==> config.mk <==
export PLATFORM = sky130hd
export DESIGN_NAME = pipe_shifter
export DESIGN_NICKNAME = d
export VERILOG_FILES = /design/src/rtl/shifter_pkg.sv /design/src/rtl/shift_level.sv /design/src/rtl/pipe_shifter.sv
export SDC_FILE = /design/constraint.sdc
export NUM_CORES = 1
export LEC_CHECK = 0
export CAP_MARGIN = 20
export CELL_PAD_IN_SITES_DETAIL_PLACEMENT = 0
export CELL_PAD_IN_SITES_GLOBAL_PLACEMENT = 1
export CORE_MARGIN = 10
export CORE_UTILIZATION = 48
export CTS_CLUSTER_SIZE = 40
export DETAILED_ROUTE_END_ITERATION = 7
export PLACE_DENSITY = 0.93
export SETUP_SLACK_MARGIN = 0.05
export SYNTH_ARGS = -nofsm -noshare
export SYNTH_HDL_FRONTEND = slang
export SYNTH_SLANG_ARGS = --single-unit
==> constraint.sdc <==
create_clock -name clk -period 4.02 [get_ports clk]
set_clock_uncertainty 0.05 [all_clocks]
set_input_delay 0.603 -clock clk [delete_from_list [all_inputs] [get_ports clk]]
set_output_delay 0.603 -clock clk [all_outputs]
set_load 0.005 [all_outputs]
==> src/rtl/shifter_pkg.sv <==
// rtl/shifter_pkg.sv - shift type encoding shared by pipe_shifter and shift_level
`timescale 1ns/1ps
package shifter_pkg;

    typedef enum logic [1:0] {
        SH_LSL = 2'b00,
        SH_LSR = 2'b01,
        SH_ASR = 2'b10,
        SH_ROR = 2'b11
    } sh_type_e;

    localparam int SH_TYPE_W = 2;

endpackage

==> src/rtl/shift_level.sv <==
// rtl/shift_level.sv - one registered barrel level shifting by 2^LEVEL; PIPE_SHIFTER_ROR_EN enables rotate
`timescale 1ns/1ps
module shift_level
    import shifter_pkg::*;
#(
    parameter int WIDTH = 32,
    parameter int LEVEL = 0
) (
    input  logic                     clk,
    input  logic                     rst_n,
    input  logic                     en,
    input  logic                     in_valid,
    input  logic [WIDTH-1:0]         in_data,
    input  logic [$clog2(WIDTH)-1:0] in_shamt,
    input  logic [SH_TYPE_W-1:0]     in_type,
    input  logic                     in_carry,
    output logic                     out_valid,
    output logic [WIDTH-1:0]         out_data,
    output logic [$clog2(WIDTH)-1:0] out_shamt,
    output logic [SH_TYPE_W-1:0]     out_type,
    output logic                     out_carry
);

    localparam int STEP = 1 << LEVEL;

    logic [WIDTH-1:0] nxt_data;
    logic             nxt_carry;

    // Carry is the last bit shifted out by the last level that actually shifts,
    // which composes to the whole-shift carry once all levels are applied.
    always_comb begin
        nxt_data  = in_data;
        nxt_carry = in_carry;
        if (in_shamt[LEVEL]) begin
            case (sh_type_e'(in_type))
                SH_LSL: begin
                    nxt_data  = in_data << STEP;
                    nxt_carry = in_data[WIDTH-STEP];
                end
                SH_LSR: begin
                    nxt_data  = in_data >> STEP;
                    nxt_carry = in_data[STEP-1];
                end
                SH_ASR: begin
                    nxt_data  = $unsigned($signed(in_data) >>> STEP);
                    nxt_carry = in_data[STEP-1];
                end
                SH_ROR: begin
`ifdef PIPE_SHIFTER_ROR_EN
                    nxt_data  = {in_data[STEP-1:0], in_data[WIDTH-1:STEP]};
                    nxt_carry = in_data[STEP-1];
`else
                    nxt_data  = in_data;
                    nxt_carry = 1'b0;
`endif
                end
                default: begin
                    nxt_data  = in_data;
                    nxt_carry = in_carry;
                end
            endcase
        end
    end

    always_ff @(posedge clk or negedge rst_n) begin
        if (!rst_n) begin
            out_valid <= 1'b0;
            out_data  <= '0;
            out_shamt <= '0;
            out_type  <= '0;
            out_carry <= 1'b0;
        end else if (en) begin
            out_valid <= in_valid;
            out_data  <= nxt_data;
            out_shamt <= in_shamt;
            out_type  <= in_type;
            out_carry <= nxt_carry;
        end
    end

endmodule

==> src/rtl/pipe_shifter.sv <==
// rtl/pipe_shifter.sv - log2(WIDTH)-deep pipelined barrel shifter with valid/ready; PIPE_SHIFTER_ROR_EN enables rotate
`timescale 1ns/1ps
module pipe_shifter
    import shifter_pkg::*;
#(
    parameter  int WIDTH = 32,
    localparam int SHW   = $clog2(WIDTH)
) (
    input  logic                 clk,
    input  logic                 rst_n,
    input  logic                 in_valid,
    output logic                 in_ready,
    input  logic [WIDTH-1:0]     in_data,
    input  logic [SHW-1:0]       in_shamt,
    input  logic [SH_TYPE_W-1:0] in_type,
    output logic                 out_valid,
    input  logic                 out_ready,
    output logic [WIDTH-1:0]     out_data,
    output logic                 out_carry
);

    logic                 lv_valid [SHW+1];
    logic [WIDTH-1:0]     lv_data  [SHW+1];
    logic [SHW-1:0]       lv_shamt [SHW+1];
    logic [SH_TYPE_W-1:0] lv_type  [SHW+1];
    logic                 lv_carry [SHW+1];
    logic                 adv;
    logic                 unused_tail;

    // The only stall point is the output register; when it holds an
    // unconsumed beat every level freezes together.
    assign adv      = !(out_valid && !out_ready);
    assign in_ready = adv;

    assign lv_valid[0] = in_valid;
    assign lv_data[0]  = in_data;
    assign lv_shamt[0] = in_shamt;
    assign lv_type[0]  = in_type;
    assign lv_carry[0] = 1'b0;

    genvar k;
    generate
        for (k = 0; k < SHW; k++) begin : g_level
            shift_level #(
                .WIDTH (WIDTH),
                .LEVEL (k)
            ) u_level (
                .clk       (clk),
                .rst_n     (rst_n),
                .en        (adv),
                .in_valid  (lv_valid[k]),
                .in_data   (lv_data[k]),
                .in_shamt  (lv_shamt[k]),
                .in_type   (lv_type[k]),
                .in_carry  (lv_carry[k]),
                .out_valid (lv_valid[k+1]),
                .out_data  (lv_data[k+1]),
                .out_shamt (lv_shamt[k+1]),
                .out_type  (lv_type[k+1]),
                .out_carry (lv_carry[k+1])
            );
        end
    endgenerate

    assign out_valid = lv_valid[SHW];
    assign out_data  = lv_data[SHW];
    assign out_carry = lv_carry[SHW];

    assign unused_tail = ^{lv_shamt[SHW], lv_type[SHW]};

endmodule

==> metrics.csv, run 1 <==
stage,metric,value,unit
run_status,outcome,"finished, final reports clean",
critical_path,Critical-path top delay cell,clkdlybuf4s50_1,
critical_path,Worst Setup SP,out_ready,
pwr,VDD IR max,333,µV
timing,fmax,353,MHz
critical_path,R2R Path Start,g_level[0].u_level.out_type[1]$_DFFE_PN0N_,
synthesis,Synth Register Bits,188,
synthesis,Ys Warns,0,
floorplan,Cell Rows,57,
routing,ANT nets after route,0,
cells_and_area,Register Area,0.00470,mm²
grt,first-pass GRT wire length,53900,µm
critical_path,FF-to-FF path depth,5,
timing,Final Hold Slack,0.235,ns
worst_hold_path,Hold Crit Class,primary input to asynchronous set/reset pin,
cts,CTS tree,built,
timing,Final min period,2.83,ns
cts,clk sinks,188,
floorplan,Die X,176,µm
pwr,register share of total power,35.2,%
cells_and_area,final-layout fill cell count,2246,
critical_path,r2r setup slk,1.61,ns
placed_design,Placer Congestion,0.900,
critical_path,R2R Path End,g_level[1].u_level.out_data[5]$_DFFE_PN0N_,
cts,Hold Buf Count CTS,0,
timing,Slew HR,23.6,%
routing,first-pass detailed-route iteration total,6,
synthesis,Synth area leader,dfrtp_1,
critical_path,CP Buf/Inv Count,3,
pwr,NetSw,0.00463,W
synthesis,"FFs w/ async S/R, synth",100,%
critical_path,CP max stage delay,0.61,ns
floorplan,Core ar.,0.0242,mm²
synthesis,most frequent cells after synthesis,"o21ai_0, dfrtp_1, a21oi_1",
pwr,Comb pwr share,49.2,%
cells_and_area,layout cells sized above 1,6.51,%
pwr,sw frac,44.0,%
critical_path,WP data required,3.37,ns
job,maxcap violations,0,
cts,Post CTS Setup Buffer Count,0,
floorplan,Initial Utilization,48.5,%
synthesis,top-count cell post-synth,o21ai_0,
critical_path,Worst setup SP type,primary input,
synthesis,sequential share of the synthesized area,40.1,%
cts,H-tree depth,4,
critical_path,CP arrival,2.18,ns
timing,Tcrit/Tclk final,70.5,%
routing,# DRC,0,
cts,clock transition at the registers of the reported paths,0.06,ns
cells_and_area,Area Overhead vs Synth,9.59,%
cts,worst skew pair latency,0.44,ns
timing,count of pins over their slew limit,0,
grt,GRT Total Usage,20.7,%
pwr,P per Cell Area,818,mW/mm²
critical_path,peak fanout along the critical path,77,
synthesis,"Cell Area, Synth",0.0117,mm²
critical_path,CP cell instances,clkdlybuf4s50_1 -> nor2b_4 -> inv_6 -> clkdlybuf4s50_1,
floorplan,Die Y,176,µm
cts,clk buf depth,2,
grt,antenna violations before repair,0,
timing,RSZ-0062 raised after global routing,false,
cts,post-CTS sizing,0,
critical_path,critical path class,primary input to output port,
pwr,Pint,0.00589,W
timing,TNS Setup,0,ns
pwr,clock share of power,15.7,%
routing,WL/cell,19.7,µm
placed_design,PortBufs,77,
critical_path,Top Family by Delay on Critical Path,buffers and inverters,
grt,largest net degree at the start of global routing,111,
pwr,leakage,5.28,nW
floorplan,die area,0.0311,mm²
synthesis,post-synth top area share,40.1,%
synthesis,library cells used by synthesis,44,
timing,number of hold violations in the final report,0,
synthesis,Post-synth EDFFs,0,
synthesis,Post-Syn Instances,1353,
placed_design,detailed-placement wirelength estimate,22300,µm
routing,Detailed Route Iter0 Violations,1145,
cells_and_area,ANT cells,0,
grt,vias in the first global route,10100,
pwr,total power,0.0105,W
synthesis,Synth area leaders,"dfrtp_1, o21ai_0, a221oi_1, a21oi_1, a2bb2oi_1",
synthesis,ys flop type,dfrtp_1,
critical_path,CP endpoint kind,output port,
routing,Vias,10600,
cells_and_area,Final nets,1386,
synthesis,Post-Syn Area per Cell,8.67,µm²
timing,Setup Viol. Count Final,0,
routing,Total Wirelength,32700,µm
routing,vias per cell,6.37,
synthesis,Syn Nets,1416,
cells_and_area,multi-input logic area,0.00581,mm²
critical_path,most frequent cell on the critical path,clkdlybuf4s50_1,
cts,CTS buffer count,17,
floorplan,Top-Level Pins,78,
timing,slew at the pin with the worst max-slew slack,1.15,ns
cts,clk root buf,clkbuf_16,
grt,gr ovfl total,0,
## state kept, by name (all words and copies together), names as in the netlist
name / flops
g_level.u_level.out_type: 8
g_level.u_level.out_shamt: 10
g_level.u_level.out_valid: 5
g_level.u_level.out_data: 160
g_level.u_level.out_carry: 5
## metal layers
layer	GRT usage (%)	routed length, µm	up-vias	part of all wire, %
met5	0	0	-	0
li1	-	-	4953	-
met1	27.9	14300	5130	44
met3	2.63	1930	51	5.9
met2	33.7	15700	445	48
met4	7.21	829	0	2.5
## worst max-delay path by stage
stage | cells after the start | end
final | 4 | in_ready
after global routing | 4 | in_ready
after CTS | 4 | in_ready
after detailed placement | 6 | g_level[2].u_level.out_data[18]$_DFFE_PN0N_
after global placement | 6 | g_level[0].u_level.out_data[25]$_DFFE_PN0N_
after floorplan | 4 | in_ready
## layout make-up
cell class / instances / area share (%)
Timing Repair Buffer: 91 / 6.94
Clock buffer: 20 / 3.55
Clock inverter: 12 / 0.876
Inverter: 125 / 3.69
Multi-Input combinational cell: 900 / 45.2
Sequential cell: 188 / 36.6
Tap cell: 324 / 3.15
## through the flow
step	utilization, %	cells	cell area (µm²)	setup slack, ns
global route	53.2	1660	12900	1.11
floorplan	-	1353	11700	2.27
detailed placement	50.8	1628	12300	1.15
finish	53.2	1660	12900	1.19
CTS	53.2	1660	12900	1.20
global placement	50.8	1628	12300	1.14
## cell usage in the layout (no fill, tap or decap), types with 2 or more instances in the layout
master and count:
and3_1 7, a222oi_1 13, ha_1 17, a2bb2oi_1 77, o22a_1 35, nor2_1 41
and2_1 4, and2b_1 2, o21a_1 2, inv_6 3, o21ai_1 25, a31oi_1 12
o21ai_0 243, inv_2 4, nand2_1 78, nand3_1 4, dfrtp_1 188, inv_1 120
buf_4 13, a22o_1 13, a21o_1 21, nor2b_4 2, a21oi_2 10, clkbuf_8 3
nand2b_1 6, a21oi_1 145, clkbuf_16 17, clkinv_2 4, a221oi_2 19, a22oi_1 2
a221oi_1 83, ha_2 3, clkinv_4 3, nor2b_1 10, a21boi_0 9, o32a_1 7
clkdlybuf4s50_1 76, o221ai_1 2
## power groups by stage
| stage | clock, W | sequential, W | combinational, W |
|---|---|---|---|
| CTS | 0.00166 | 0.00367 | 0.00511 |
| detailed placement | 0 | 0.00370 | 0.00510 |
| finish | 0.00165 | 0.00370 | 0.00517 |
| global route | 0.00174 | 0.00380 | 0.00574 |
| floorplan | 0 | 0.00337 | 0.00395 |
| global placement | 0 | 0.00367 | 0.00500 |
## logic make-up (layout without fill, tap and decap cells)
kind of cell / Yosys count / in the layout / synth area share (%)
flops: 188 / 188 / 40.1
compound gates: 721 / 721 / 41.2
fa+ha+maj: 20 / 20 / 2.13
simple gates: 159 / 159 / 6.12
buf+inv: 265 / 248 / 10.4
Power figures use the tool's default switching activity.
==> run 2: changes to the inputs <==
Settings changed: CORE_UTILIZATION 48 to 42, PLACE_DENSITY 0.93 to 0.87.
Clock period 4.02 ns to 2.4 ns, I/O delays scaled along.
==> run 2 against run 1 <==
  * Non-clock buffer count grew 29
  * Flip-flop and latch count stayed put
  * Hold slack better by 0.18 ns
  * Clock power is 73% higher
  * Routed wire length is 3.6% higher
==> metrics.csv, run 2 (synthesis gave the netlist of run 1 again) <==
stage,metric,value,unit,change
run_status,outcome,"finished, final reports clean",,unchanged
timing,Tcrit/Tclk final,88.9,%,
critical_path,CP endpoint kind,register,,was output port
routing,vias per cell,6.10,,was 6.37
cts,clk buf depth,2,,unchanged
pwr,P per Cell Area,1360,mW/mm²,was 818 mW/mm²
grt,gr ovfl total,0,,unchanged
critical_path,critical path class,register to register,,was primary input to output port
critical_path,R2R Path Start,g_level[2].u_level.out_type[0]$_DFFE_PN0N_,,was g_level[0].u_level.out_type[1]$_DFFE_PN0N_
grt,largest net degree at the start of global routing,130,,was 111
cells_and_area,largest registers,"g_level.u_level.out_data (160), g_level.u_level.out_shamt (10), g_level.u_level.out_type (8)",,unchanged
cells_and_area,Area Overhead vs Synth,13.2,%,was 9.59%
timing,Final min period,2.13,ns,
cts,clock transition at the registers of the reported paths,0.08,ns,was 0.06 ns
cells_and_area,"commonest non-fill, non-tap cells in the layout","o21ai_0, dfrtp_1, a21oi_1, inv_1, a221oi_1",,unchanged
floorplan,die area,0.0350,mm²,was 0.0311 mm²
cts,CTS tree,built,,unchanged
critical_path,CP arrival,2.46,ns,was 2.18 ns
timing,RSZ-0062 raised after global routing,false,,unchanged
grt,met1 Track Usage GR,25.3,%,was 27.9%
cells_and_area,final-layout fill cell count,2708,,"was 2,246"
job,maxcap violations,0,,unchanged
placed_design,PortBufs,77,,unchanged
placed_design,detailed-placement wirelength estimate,23800,µm,"was 22,300 µm"
cells_and_area,Final nets,1415,,"was 1,386"
critical_path,Worst setup SP type,register,,was primary input
grt,GR Layer Usage met2,30.4,%,was 33.7%
cts,Hold Buf Count CTS,1,,was 0
cells_and_area,max reg flops,160,,unchanged
cts,H-tree depth,4,,unchanged
timing,Slew HR,41.1,%,was 23.6%
cts,worst skew pair latency,0.44,ns,about the same
critical_path,peak fanout along the critical path,25,,was 77
timing,number of hold violations in the final report,0,,unchanged
grt,vias in the first global route,10100,,about the same
cts,clk sinks,188,,unchanged
worst_hold_path,hold_sp,in_valid,,
cts,CTS buffer count,17,,unchanged
floorplan,Cell Rows,61,,was 57
routing,# DRC,0,,unchanged
cts,Post CTS Setup Buffer Count,0,,unchanged
cells_and_area,ANT cells,0,,unchanged
placed_design,Placer Congestion,0.873,,was 0.900
floorplan,Top-Level Pins,78,,unchanged
pwr,sw frac,43.7,%,was 44.0%
cells_and_area,multi-input logic area,0.00581,mm²,unchanged
cells_and_area,layout cells sized above 1,8.36,%,was 6.51%
floorplan,Die X,187,µm,was 176 µm
cells_and_area,final core occ,47.9,%,was 53.2%
routing,WL/cell,19.4,µm,was 19.7 µm
grt,global-route layer with the greatest usage,met2,,unchanged
cells_and_area,"most common cell after layout, fill and taps aside",o21ai_0,,unchanged
pwr,VDD IR max,686,µV,was 333 µV
routing,first-pass detailed-route iteration total,6,,unchanged
timing,TNS Setup,0,ns,unchanged
routing,ANT nets after route,0,,unchanged
cells_and_area,Register Area,0.00470,mm²,unchanged
pwr,register share of total power,34.5,%,was 35.2%
worst_hold_path,Hold Crit Class,primary input to register,,was primary input to asynchronous set/reset pin
timing,fmax,469,MHz,
pwr,leakage,5.46,nW,was 5.28 nW
pwr,Comb pwr share,49.6,%,was 49.2%
floorplan,Die Y,187,µm,was 176 µm
routing,Total Wirelength,33900,µm,"was 32,700 µm"
grt,first-pass GRT wire length,56000,µm,"was 53,900 µm"
timing,slew at the pin with the worst max-slew slack,0.883,ns,was 1.15 ns
pwr,NetSw,0.00788,W,was 0.00463 W
grt,antenna violations before repair,0,,unchanged
critical_path,Worst Setup SP,g_level[2].u_level.out_type[0]$_DFFE_PN0N_,,was out_ready
routing,Detailed Route Iter0 Violations,1004,,"was 1,145"
grt,GR Util met3,2.93,%,was 2.63%
cts,post-CTS sizing,0,,unchanged
critical_path,r2r setup slk,0.27,ns,was 1.61 ns
timing,count of pins over their slew limit,0,,unchanged
pwr,clock share of power,15.8,%,was 15.7%
timing,Setup Viol. Count Final,0,,unchanged
grt,GRT Total Usage,18.9,%,was 20.7%
cts,clk root buf,clkbuf_16,,unchanged
cells_and_area,"Most flops, register",g_level.u_level.out_data,,unchanged
floorplan,Core ar.,0.0277,mm²,was 0.0242 mm²
floorplan,Initial Utilization,42.3,%,was 48.5%
pwr,Pint,0.0102,W,was 0.00589 W
routing,Vias,10600,,about the same
critical_path,WP data required,2.73,ns,was 3.37 ns
run 2: cell types whose count changed in the layout (fill, tap and decap cells not counted), sizes merged:
cell,before,now
buf,14,42
bufinv,1,2
clkbuf,21,19
clkinv,7,1
clkinvlp,1,3
dlygate4sd3,0,1
inv,128,132
run 2: area by class of cell:
class                      count  share of cell area [%]
timing repair buffer         120                    9.32
inverter                     125                    3.57
clock inverter                13                    1.18
tap                          378                    3.56
clock buffer                  18                    3.23
multi-input combinational    900                    43.7
sequential                   188                    35.4
run 2: critical path, stage by stage, from the launching register on:
cell and delay, ns:
dfrtp_1 0.41, inv_1 0.11, ha_1 0.70, o21ai_0 0.24, a221oi_1 0.37, o22a_1 0.19
run 2: power groups by stage:
| stage | Sequential, W | Clock (W) | Combinational, W |
|---|---|---|---|
| 2_1_floorplan | 0.00564 | 0 | 0.00661 |
| 3_3_place_gp | 0.00622 | 0 | 0.00875 |
| 3_5_place_dp | 0.00626 | 0 | 0.00887 |
| 4_1_cts | 0.00619 | 0.00291 | 0.00891 |
| 5_1_grt | 0.00642 | 0.00304 | 0.00993 |
| 6_report | 0.00623 | 0.00286 | 0.00895 |
run 2: final timing paths:
path / end / depth (start not counted)
setup / recovery: g_level[3].u_level.out_data[11]$_DFFE_PN0N_ / 5
min in group asynchronous: g_level[3].u_level.out_data[10]$_DFFE_PN0N_ / 2
hold reg to reg: g_level[2].u_level.out_shamt[4]$_DFFE_PN0N_ / 2
max in group asynchronous: g_level[1].u_level.out_data[11]$_DFFE_PN0N_ / 3
hold / removal: g_level[0].u_level.out_valid$_DFFE_PN0N_ / 3
setup reg to reg: g_level[3].u_level.out_data[11]$_DFFE_PN0N_ / 5
run 2: metal layers:
metal / routed length, µm / part of all wire, % / vias up
li1: - / - / 5008
met1: 15000 / 44 / 5180
met2: 16200 / 48 / 396
met3: 1890 / 5.6 / 40
met4: 794 / 2.3 / 0
met5: 0 / 0 / -
run 2: per-stage QoR:
stage	cells	area (µm²)	power (W)	setup slack [ns]	hold slack (ns)
6_report	1742	13300	0.0180	0.266	0.410
5_1_grt	1742	13300	0.0194	0.124	0.412
4_1_cts	1742	13300	0.0180	0.332	0.394
3_5_place_dp	1710	12700	0.0151	0.200	0.338
2_1_floorplan	1353	11700	0.0123	0.820	0.0144
3_3_place_gp	1710	12700	0.0150	0.313	0.350
==> run 3: changes to the inputs <==
Settings changed: CORE_UTILIZATION 42 to 43, PLACE_DENSITY 0.87 to 0.86, REMOVE_ABC_BUFFERS set to 1, SYNTH_HIERARCHICAL set to 1.
==> run 3 against run 2 <==
  * Total power down 4.2%
  * Hold slack better by 0.019 ns
  * Synthesized cell count down 12%
  * Fmax up 0.17%
  * Global-route usage down 2.1 points
  * Clock power down 2%
  * Critical path type is now register to output port
  * Critical endpoint is now in_ready
  * Highest routed layer unchanged
==> metrics.csv, run 3 <==
stage,metric,value,unit,change
floorplan,Initial Utilization,44.0,%,was 42.3%
placed_design,Placed Instance Area,0.0130,mm²,was 0.0127 mm²
critical_path,Critical-path top delay cell,clkdlybuf4s50_1,,was ha_1
critical_path,WP data required,1.99,ns,was 2.73 ns
timing,Final min period,2.13,ns,about the same
pwr,P per Cell Area,1270,mW/mm²,was 1360 mW/mm²
cells_and_area,"most common cell after layout, fill and taps aside",nor2b_1,,was o21ai_0
floorplan,Die X,187,µm,about the same
cts,clk root buf,clkbuf_16,,unchanged
synthesis,Ys Warns,6,,was 0
pwr,VDD IR max,477,µV,was 686 µV
cells_and_area,"commonest non-fill, non-tap cells in the layout","nor2b_1, dfrtp_1, o31ai_1, a21oi_1, mux2i_1",,"was o21ai_0, dfrtp_1, a21oi_1, inv_1, a221oi_1"
routing,ANT nets after route,0,,unchanged
grt,GRT Total Usage,16.8,%,was 18.9%
cells_and_area,Area Overhead vs Synth,14.1,%,was 13.2%
worst_hold_path,Hold Crit Class,primary input to asynchronous set/reset pin,,was primary input to register
cts,H-tree depth,4,,unchanged
timing,TNS Setup,0,ns,unchanged
timing,number of hold violations in the final report,0,,unchanged
grt,first-pass GRT wire length,50200,µm,"was 56,000 µm"
critical_path,CP arrival,1.72,ns,was 2.46 ns
critical_path,Worst setup SP type,register,,unchanged
cts,CTS tree,built,,unchanged
placed_design,pre-CTS setup slack,0.176,ns,was 0.200 ns
timing,RSZ-0062 raised after global routing,false,,unchanged
routing,Detailed Route Iter0 Violations,724,,"was 1,004"
timing,Tcrit/Tclk final,88.8,%,was 88.9%
routing,# DRC,0,,unchanged
synthesis,Post-Syn Area per Cell,9.99,µm²,was 8.67 µm²
run_status,outcome,"finished, final reports clean",,unchanged
timing,worst setup slack after layout,0.270,ns,was 0.266 ns
routing,WL/cell,18.6,µm,was 19.4 µm
cts,clk sinks,188,,unchanged
critical_path,Worst Setup SP,g_level[4].u_level/out_valid$_DFFE_PN0P_,,was g_level[2].u_level.out_type[0]$_DFFE_PN0N_
grt,vias in the first global route,9302,,"was 10,100"
timing,slew at the pin with the worst max-slew slack,0.778,ns,was 0.883 ns
cts,worst skew pair latency,0.44,ns,about the same
synthesis,"Cell Area, Synth",0.0120,mm²,was 0.0117 mm²
critical_path,CP endpoint kind,output port,,was register
cells_and_area,layout cells sized above 1,12.3,%,was 8.36%
timing,fmax,469,MHz,about the same
critical_path,CP max stage delay,0.60,ns,was 0.70 ns
critical_path,R2R Path Start,g_level[1].u_level/out_type[0]$_DFFE_PN0P_,,was g_level[2].u_level.out_type[0]$_DFFE_PN0N_
timing,Slew HR,48.1,%,was 41.1%
cells_and_area,final core occ,50.2,%,was 47.9%
synthesis,Post-Syn Instances,1197,,"was 1,353"
cells_and_area,largest registers,"g_level.u_level/out_data (160), g_level.u_level/out_shamt (10), g_level.u_level/out_type (8)",,"was g_level.u_level.out_data (160), g_level.u_level.out_shamt (10), g_level.u_level.out_type (8)"
routing,vias per cell,5.92,,was 6.10
placed_design,PortBufs,77,,unchanged
floorplan,die area,0.0349,mm²,was 0.0350 mm²
cts,CTS buffer count,17,,unchanged
job,maxcap violations,0,,unchanged
critical_path,peak fanout along the critical path,15,,was 25
floorplan,Core ar.,0.0272,mm²,was 0.0277 mm²
cells_and_area,Final nets,1291,,"was 1,415"
cells_and_area,final instance area,0.0136,mm²,was 0.0133 mm²
cts,clk buf depth,2,,unchanged
critical_path,CP cell instances,nand2b_4 -> clkdlybuf4s50_1,,was inv_1 -> ha_1 -> o21ai_0 -> a221oi_1 -> o22a_1
floorplan,Top-Level Pins,78,,unchanged
cells_and_area,ANT cells,0,,unchanged
floorplan,Cell Rows,60,,was 61
cts,clock transition at the registers of the reported paths,0.08,ns,about the same
pwr,leakage,5.86,nW,was 5.46 nW
grt,gr ovfl total,0,,unchanged
grt,antenna violations before repair,0,,unchanged
timing,Setup Viol. Count Final,0,,unchanged
critical_path,critical path class,register to output port,,was register to register
cells_and_area,max reg flops,160,,unchanged
routing,first-pass detailed-route iteration total,5,,was 6
cells_and_area,"Most flops, register",g_level.u_level/out_data,,was g_level.u_level.out_data
placed_design,Placer Congestion,0.804,,was 0.873
timing,Final Hold Slack,0.429,ns,was 0.410 ns
routing,Total Wirelength,30000,µm,"was 33,900 µm"
routing,Vias,9542,,"was 10,600"
timing,count of pins over their slew limit,0,,unchanged
cts,Post CTS Setup Buffer Count,0,,unchanged
grt,largest net degree at the start of global routing,68,,was 130
placed_design,detailed-placement wirelength estimate,20400,µm,"was 23,800 µm"
floorplan,Die Y,187,µm,about the same
==> run 3: what timing repair did <==
item | 4_1_cts | 5_1_grt
endpoints found under the hold margin | 63 | 0
gates resized for setup | 0 | 1
hold buffers | 1 | 0
setup endpoints to repair | 0 | 1
==> run 3: area by class of cell <==
| type | instances | area, µm² |
|---|---|---|
| fillers | 2554 | 13500 |
| multi-input cells | 857 | 6480 |
| flip-flops and latches | 188 | 4700 |
| repair buffers | 134 | 1290 |
| well taps | 372 | 465 |
| clock buffers | 19 | 453 |
| clock inverters | 13 | 129 |
| inverters | 30 | 113 |
==> run 3: report_power, final <==
| part | switching [W] | internal, W | total, W |
|---|---|---|---|
| clock network | 0.00136 | 0.00143 | 0.00279 |
| registers | 0.00179 | 0.00452 | 0.00631 |
| logic | 0.00420 | 0.00398 | 0.00818 |
==> run 3: final timing paths <==
kind	to	slack, ns	cells after the start
max	in_ready	0.27	2
min	g_level[0].u_level/out_shamt[4]$_DFFE_PN0P_	0.43	2
max reg2reg	g_level[2].u_level/out_data[4]$_DFFE_PN0P_	0.43	5
min reg2reg	g_level[4].u_level/out_data[15]$_DFFE_PN0P_	0.45	1
max in group asynchronous	g_level[1].u_level/out_data[18]$_DFFE_PN0P_	1.15	3
min in group clk	g_level[4].u_level/out_data[15]$_DFFE_PN0P_	0.45	1
==> run 3: critical path: cells and delay by family, from the launching register on <==
family,cells,cell delay (ns)
buffers and inverters,1,0.60
flip-flops,1,0.42
AND/OR/NAND/NOR,1,0.26
==> run 3: through the flow <==
| stage | total power, W | std cells |
|---|---|---|
| floorplan | 0.0109 | 1075 |
| global placement | 0.0143 | 1580 |
| detailed placement | 0.0145 | 1580 |
| CTS | 0.0173 | 1613 |
| global route | 0.0186 | 1613 |
| finish | 0.0173 | 1613 |
==> run 3: per-layer routing <==
metal / GRT usage, % / wire length (µm) / vias up
met3: 3.22 / 1350 / 15
met2: 26.6 / 13800 / 240
met4: 3.16 / 191 / 0
met1: 23.5 / 14600 / 4732
li1: - / - / 4555
met5: 0 / 0 / -
